===== config.mk =====
export PLATFORM = sky130hd
export DESIGN_NAME = mem_port_arbiter
export DESIGN_NICKNAME = d
export VERILOG_FILES = /design/src/rtl/mem_port_arbiter_pkg.sv /design/src/rtl/mem_lat_counter.sv /design/src/rtl/mem_port_arbiter.sv
export SDC_FILE = /design/constraint.sdc
export NUM_CORES = 1
export LEC_CHECK = 0
export CAP_MARGIN = 0
export CORE_UTILIZATION = 40
export DETAILED_ROUTE_END_ITERATION = 12
export PLACE_DENSITY = 0.79
export SLEW_MARGIN = 5
export SYNTH_ARGS = -nofsm -noshare
export SYNTH_HDL_FRONTEND = slang
export SYNTH_SLANG_ARGS = --single-unit

===== constraint.sdc =====
create_clock -name clk -period 1.8 [get_ports clk]
set_clock_uncertainty 0.2 [all_clocks]
set_input_delay 0.18 -clock clk [delete_from_list [all_inputs] [get_ports clk]]
set_output_delay 0.18 -clock clk [all_outputs]
set_load 0.02 [all_outputs]

===== src/rtl/mem_port_arbiter_pkg.sv =====
// Purpose : shared types and constants for the IF/MEM memory port arbiter.
// Latency : n/a (types and constants only).
// Backpr. : n/a. Stop/NoStop are also used by the pipeline stall controller.
package mem_port_arbiter_pkg;

  typedef enum logic [1:0] {
    IDLE  = 2'd0,
    ISSUE = 2'd1,
    WAIT  = 2'd2,
    RESP  = 2'd3
  } arb_state_t;

  typedef enum logic {
    INST = 1'b0,
    DATA = 1'b1
  } owner_t;

  // Stall-request levels toward the pipeline stall controller.
  localparam logic Stop   = 1'b1;
  localparam logic NoStop = 1'b0;

  // Latency counter width; covers MEM_LAT up to 4 with headroom.
  localparam int CNT_W = 3;

  function automatic owner_t other_owner(input owner_t o);
    return (o == DATA) ? INST : DATA;
  endfunction

endpackage


===== src/rtl/mem_lat_counter.sv =====
// Purpose : counts memory read latency from the issue cycle up to MEM_LAT.
// Latency : done is high in the MEM_LAT-th WAIT cycle after start.
// Backpr. : none; free-running once started, cleared by rst.
// Ports   : clk, rst (sync, active-high), start (issue cycle),
//           run (waiting for data), done (one-cycle pulse at the latency match).
module mem_lat_counter
  import mem_port_arbiter_pkg::*;
#(
  parameter int MEM_LAT = 1
) (
  input  logic clk,
  input  logic rst,
  input  logic start,
  input  logic run,
  output logic done
);

  logic [CNT_W-1:0] cnt;

  assign done = run && (cnt == CNT_W'(MEM_LAT));

  // start loads 1 so the first WAIT cycle already counts as one latency cycle.
  always_ff @(posedge clk) begin
    if (rst) begin
      cnt <= '0;
    end else if (start) begin
      cnt <= CNT_W'(1);
    end else if (done) begin
      cnt <= '0;
    end else if (run) begin
      cnt <= cnt + CNT_W'(1);
    end
  end

endmodule


===== src/rtl/mem_port_arbiter.sv =====
// Purpose : shares one single-ported sync memory between IF and MEM pipeline paths.
// Latency : request seen in IDLE -> ack after MEM_LAT+2 cycles; one idle bubble between accesses.
// Backpr. : requesters hold req until ack; stallreq_* stay high from request up to the ack cycle.
// Ports   : clk, rst (sync, active-high); IF side inst_req/addr/flush -> inst_ack/rdata;
//           MEM side data_req/we/addr/wdata -> data_ack/rdata; memory side mem_en/we/addr/wdata,
//           mem_rdata; stall requests stallreq_for_if / stallreq_for_mem.
// Option  : ARB_ROUND_ROBIN_EN alternates grants on simultaneous requests (DATA first after
//           reset); without it DATA always wins because it belongs to the older instruction.
module mem_port_arbiter
  import mem_port_arbiter_pkg::*;
#(
  parameter int ADDR_W  = 32,
  parameter int DATA_W  = 32,
  parameter int MEM_LAT = 1
) (
  input  logic                clk,
  input  logic                rst,
  input  logic                inst_req,
  input  logic [ADDR_W-1:0]   inst_addr,
  input  logic                inst_flush,
  output logic                inst_ack,
  output logic [DATA_W-1:0]   inst_rdata,
  input  logic                data_req,
  input  logic [DATA_W/8-1:0] data_we,
  input  logic [ADDR_W-1:0]   data_addr,
  input  logic [DATA_W-1:0]   data_wdata,
  output logic                data_ack,
  output logic [DATA_W-1:0]   data_rdata,
  output logic                mem_en,
  output logic [DATA_W/8-1:0] mem_we,
  output logic [ADDR_W-1:0]   mem_addr,
  output logic [DATA_W-1:0]   mem_wdata,
  input  logic [DATA_W-1:0]   mem_rdata,
  output logic                stallreq_for_if,
  output logic                stallreq_for_mem
);

  localparam int BE_W = DATA_W / 8;

  arb_state_t state;
  owner_t     owner;
  owner_t     grant;
  logic       inst_ack_q;
  logic       flush_pend;
  logic       flush_hit;
  logic       lat_done;

  mem_lat_counter #(
    .MEM_LAT (MEM_LAT)
  ) u_lat_cnt (
    .clk   (clk),
    .rst   (rst),
    .start (state == ISSUE),
    .run   (state == WAIT),
    .done  (lat_done)
  );

`ifdef ARB_ROUND_ROBIN_EN
  // Owner served most recently; reset value INST hands the first tie to DATA.
  owner_t last_owner;

  always_comb begin
    grant = INST;
    if (inst_req && data_req) begin
      grant = other_owner(last_owner);
    end else if (data_req) begin
      grant = DATA;
    end
  end

  always_ff @(posedge clk) begin
    if (rst) begin
      last_owner <= INST;
    end else if (state == IDLE && (inst_req || data_req)) begin
      last_owner <= grant;
    end
  end
`else
  always_comb begin
    grant = data_req ? DATA : INST;
  end
`endif

  // A flush only matters while an IF access is actually in flight.
  assign flush_hit = inst_flush && (owner == INST);

  // A flush landing in the RESP cycle itself still has to kill the pulse.
  assign inst_ack = inst_ack_q && !inst_flush;

  assign stallreq_for_if  = (inst_req && !inst_ack) ? Stop : NoStop;
  assign stallreq_for_mem = (data_req && !data_ack) ? Stop : NoStop;

  always_ff @(posedge clk) begin
    if (rst) begin
      state      <= IDLE;
      owner      <= INST;
      mem_en     <= 1'b0;
      mem_we     <= '0;
      mem_addr   <= '0;
      mem_wdata  <= '0;
      inst_ack_q <= 1'b0;
      data_ack   <= 1'b0;
      inst_rdata <= '0;
      data_rdata <= '0;
      flush_pend <= 1'b0;
    end else begin
      inst_ack_q <= 1'b0;
      data_ack   <= 1'b0;
      case (state)
        IDLE: begin
          flush_pend <= 1'b0;
          if (inst_req || data_req) begin
            state  <= ISSUE;
            owner  <= grant;
            mem_en <= 1'b1;
            if (grant == DATA) begin
              mem_we    <= data_we;
              mem_addr  <= data_addr;
              mem_wdata <= data_wdata;
            end else begin
              mem_we    <= '0;
              mem_addr  <= inst_addr;
              mem_wdata <= '0;
            end
          end
        end
        ISSUE: begin
          mem_en <= 1'b0;
          mem_we <= '0;
          state  <= WAIT;
          if (flush_hit) begin
            flush_pend <= 1'b1;
          end
        end
        WAIT: begin
          if (flush_hit) begin
            flush_pend <= 1'b1;
          end
          // Data arrives in this cycle; register it so it is valid with the ack in RESP.
          if (lat_done) begin
            state <= RESP;
            if (owner == DATA) begin
              data_rdata <= mem_rdata;
              data_ack   <= 1'b1;
            end else begin
              inst_rdata <= mem_rdata;
              inst_ack_q <= !flush_pend && !inst_flush;
            end
          end
        end
        RESP: begin
          state <= IDLE;
        end
        default: begin
          state <= IDLE;
        end
      endcase
    end
  end

endmodule


==> run_results.csv <==
group,metric,value,unit
logic_synthesis,synth_nets,777,
clock_tree,clkLatencyLatePin,410,ps
logic_synthesis,ys_seq_area_share,50.7,%
power_and_ir_drop,p_switching,3790,µW
logic_synthesis,synth.area.top_cells,"dfxtp_1 (51%), nand2_1 (11%), a21oi_1 (8.8%), a211oi_2 (6.7%), mux2i_1 (6.1%)",
die,die_area,14500,µm²
run_status,status,"finished, final reports clean",
grt,grt_usage,22.5,%
drt,ant_nets,0,
critical_path,cp_max_fo,2,
die,die_y,120,µm
logic_synthesis,syn_inst,635,
critical_path,slowest_delay,640,ps
power_and_ir_drop,ir_worst_vdd,1.10,mV
power_and_ir_drop,intPower,7620,µW
drt,drc,0,
min_path,whs_path_depth,3,
critical_path,rr_worst_depth,6,
finish,final_core_util,68.4,%
logic_synthesis,synth_top_area_share,50.7,%
timing,tightest_slew,364,ps
critical_path,critPathLaunchType,"register",
drt,drt_iter0_drc,322,
min_path,hold_path.class,"primary input to register",
grt,grt_max_degree,71,
die,row_count,42,
die,num_io_pins,274,
clock_tree,clockBufferDepth,2,
placement,dpl_worst_slack,-16.5,ps
finish,fin_cells,1084,
drt,met2_length,8400,µm
logic_synthesis,synth_area,5600,µm²
critical_path,rrSetupSlack,100,ps
die,start_util,41.6,%
placement,numPortBuffers,273,
drt,drt_pass1_iterations,7,
finish,syn2layout_area_growth,64.2,%
critical_path,crit_type,"register to output port",
drt,dr.max_layer_used,"met4",
power_and_ir_drop,p_comb_share,35.7,%
clock_tree,post_cts_buffers,0,
die,die_w,120,µm
timing,hold_ws,125,ps
timing,fin_crit_sh,97.7,%
critical_path,reg2reg_from,"state[0]$_SDFFE_PP0P_",
timing,fin_crit,1760,ps
grt,grt_pass1_vias,5227,
critical_path,path_delay_family,"buffers and inverters",
finish,final_cell_mix,"clkdlybuf4s50_1 (248), nand2_1 (167), dfxtp_1 (142)",
critical_path,end_kind,"output port",
finish,final_common_cell,"clkdlybuf4s50_1",
timing,fin_ws,41.6,ps
logic_synthesis,yosys_warnings,0,
drt,wirelength,16600,µm
timing,fmax,569,MHz
clock_tree,cts_max_level,4,
grt,grt_pass1_wl,25700,µm
critical_path,critPathBufInv,1,
power_and_ir_drop,leakage,0.00363,µW
critical_path,rr_endpoint,"inst_rdata[26]$_SDFFE_PP0P_",
critical_path,cpMaxStageDelayCell,"clkdlybuf4s50_1",
timing,setup_viol,0,
clock_tree,cts_tree,"yes",
clock_tree,clk_pin_slew,60,ps
critical_path,arrival,1380,ps
die,core_area,13500,µm²
logic_synthesis,syn_area_per_cell,8.82,µm²
placement,dp_hpwl,11200,µm
drt,wl_met3,1010,µm
min_path,hp-start,"data_req",
finish,drive_gt1_share,9.80,%
clock_tree,clock-sinks,142,
critical_path,cp.required,1420,ps
drt,vias_per_cell,4.92,
timing,finalHoldViolations,0,
placement,gp_congestion,0.793,
logic_synthesis,synth_top_area_cell,"dfxtp_1",
timing,slew_headroom,75.7,%
min_path,hold-path-endpoint,"mem_addr[31]$_SDFFE_PP0P_",
logic_synthesis,synth_seq_cells,142,
finish,diodes,0,
logic_synthesis,ys_types,32,
power_and_ir_drop,powerDensity,1240,nW/µm²
finish,fin_nets,1037,
drt,m1WireLength,6720,µm
power_and_ir_drop,switching_share,33.2,%
drt,wl_per_cell,15.3,µm
power_and_ir_drop,pwr-share-seq,34.0,%
run,maxCapViolCount,0,
clock_tree,numCtsBuffers,17,
timing,setup-tns-final,0,ps
critical_path,path_cells,"clkdlybuf4s50_1",
timing,drv_slew,0,
clock_tree,clockRootBuffer,"clkbuf_16",
power_and_ir_drop,clkPwrFrac,30.3,%
drt,routed-via-count,5336,
timing,rsz0062_at_grt,"true",
grt,gr-total-overflow,0,
grt,antenna_found_initial,0,
placement,dpl.cell_count,1048,
synthesized netlist by cell type:
| cell | count |
|---|---|
| nand2_1 | 167 |
| dfxtp_1 | 142 |
| a21oi_1 | 98 |
| nor2_1 | 36 |
| mux2i_1 | 34 |
| nand3_1 | 32 |
| a211oi_2 | 30 |
| buf_2 | 25 |
| buf_4 | 12 |
| buf_1 | 7 |
| clkbuf_1 | 6 |
| a22o_1 | 5 |
| ha_1 | 5 |
| nor2b_1 | 5 |
| inv_1 | 4 |
| a211oi_1 | 3 |
| buf_6 | 3 |
| nor3_1 | 3 |
| o21ai_0 | 3 |
| nand2b_1 | 2 |
| nor4_1 | 2 |
| a21o_1 | 1 |
| a31o_2 | 1 |
| and3b_1 | 1 |
| and4b_1 | 1 |
| and4bb_2 | 1 |
| nand4b_1 | 1 |
| nand4bb_1 | 1 |
| nor3_2 | 1 |
| o211a_1 | 1 |
| o21a_1 | 1 |
| o21ai_2 | 1 |
what timing repair did:
item	4_1_cts	5_1_grt
setup endpoints to repair	4	44
gates cloned	0	1
hold endpoints to repair	10	0
pin swaps	0	0
gates resized for setup	4	23
hold buffers	3	0
layer usage:
metal  GRT usage, %  up-vias
met2           39.8      182
met4           10.3        0
met5              0        -
met3           5.99       30
met1           25.0     2458
li1               -     2666
power by group through the flow:
stage | combinational (µW) | sequential (µW) | clock [µW]
2_1_floorplan | 1840 | 4440 | 0
3_3_place_gp | 3930 | 3930 | 0
3_5_place_dp | 3980 | 3940 | 0
4_1_cts | 4010 | 3880 | 3530
5_1_grt | 4390 | 3940 | 3670
6_report | 4080 | 3880 | 3450
cell type report:
type                    instances  area, µm²
fillers                      1046       4250
clock buffers                  20        457
multi-input cells             436       2460
inverters                       4       15.0
flip-flops and latches        142       2840
clock inverters                12        139
repair buffers                294       3060
well taps                     176        220
per-stage QoR:
stage                     total power [µW]  instance area [µm²]
after floorplan                       6280                 5600
after global placement                7860                 8490
after detailed placement              7920                 8490
after CTS                            11400                 9110
after global routing                 12000                 9200
final                                11400                 9200
kinds of logic after synthesis:
kind of cell | synth area share (%)
DFF | 50.7
adders and majority gates | 1.12
AOI/OAI and AO/OA | 17.7
muxes | 6.07
and+or+nand+nor | 18.8
buffers and inverters | 5.58
worst max-delay path by stage:
stage	from	to	slack [ps]	depth (start not counted)
finish	mem_wdata[31]$_SDFFE_PP0P_	mem_wdata[31]	40	1
global route	state[0]$_SDFFE_PP0P_	inst_rdata[26]$_SDFFE_PP0P_	-5	6
CTS	mem_wdata[4]$_SDFFE_PP0P_	mem_wdata[4]	7	1
detailed placement	inst_flush	stallreq_for_if	-20	4
global placement	inst_flush	stallreq_for_if	-20	4
floorplan	state[0]$_SDFFE_PP0P_	inst_rdata[0]$_SDFFE_PP0P_	160	8
state kept, by name, summed over array words and instances (netlist names):
register and flops:
mem_en 1, mem_wdata 32, state 2, inst_ack_q 1, inst_rdata 32, data_rdata 32, u_lat_cnt.cnt 3, mem_addr 32
mem_we 4, owner 1, data_ack 1, flush_pend 1
Power figures use the tool's default switching activity.
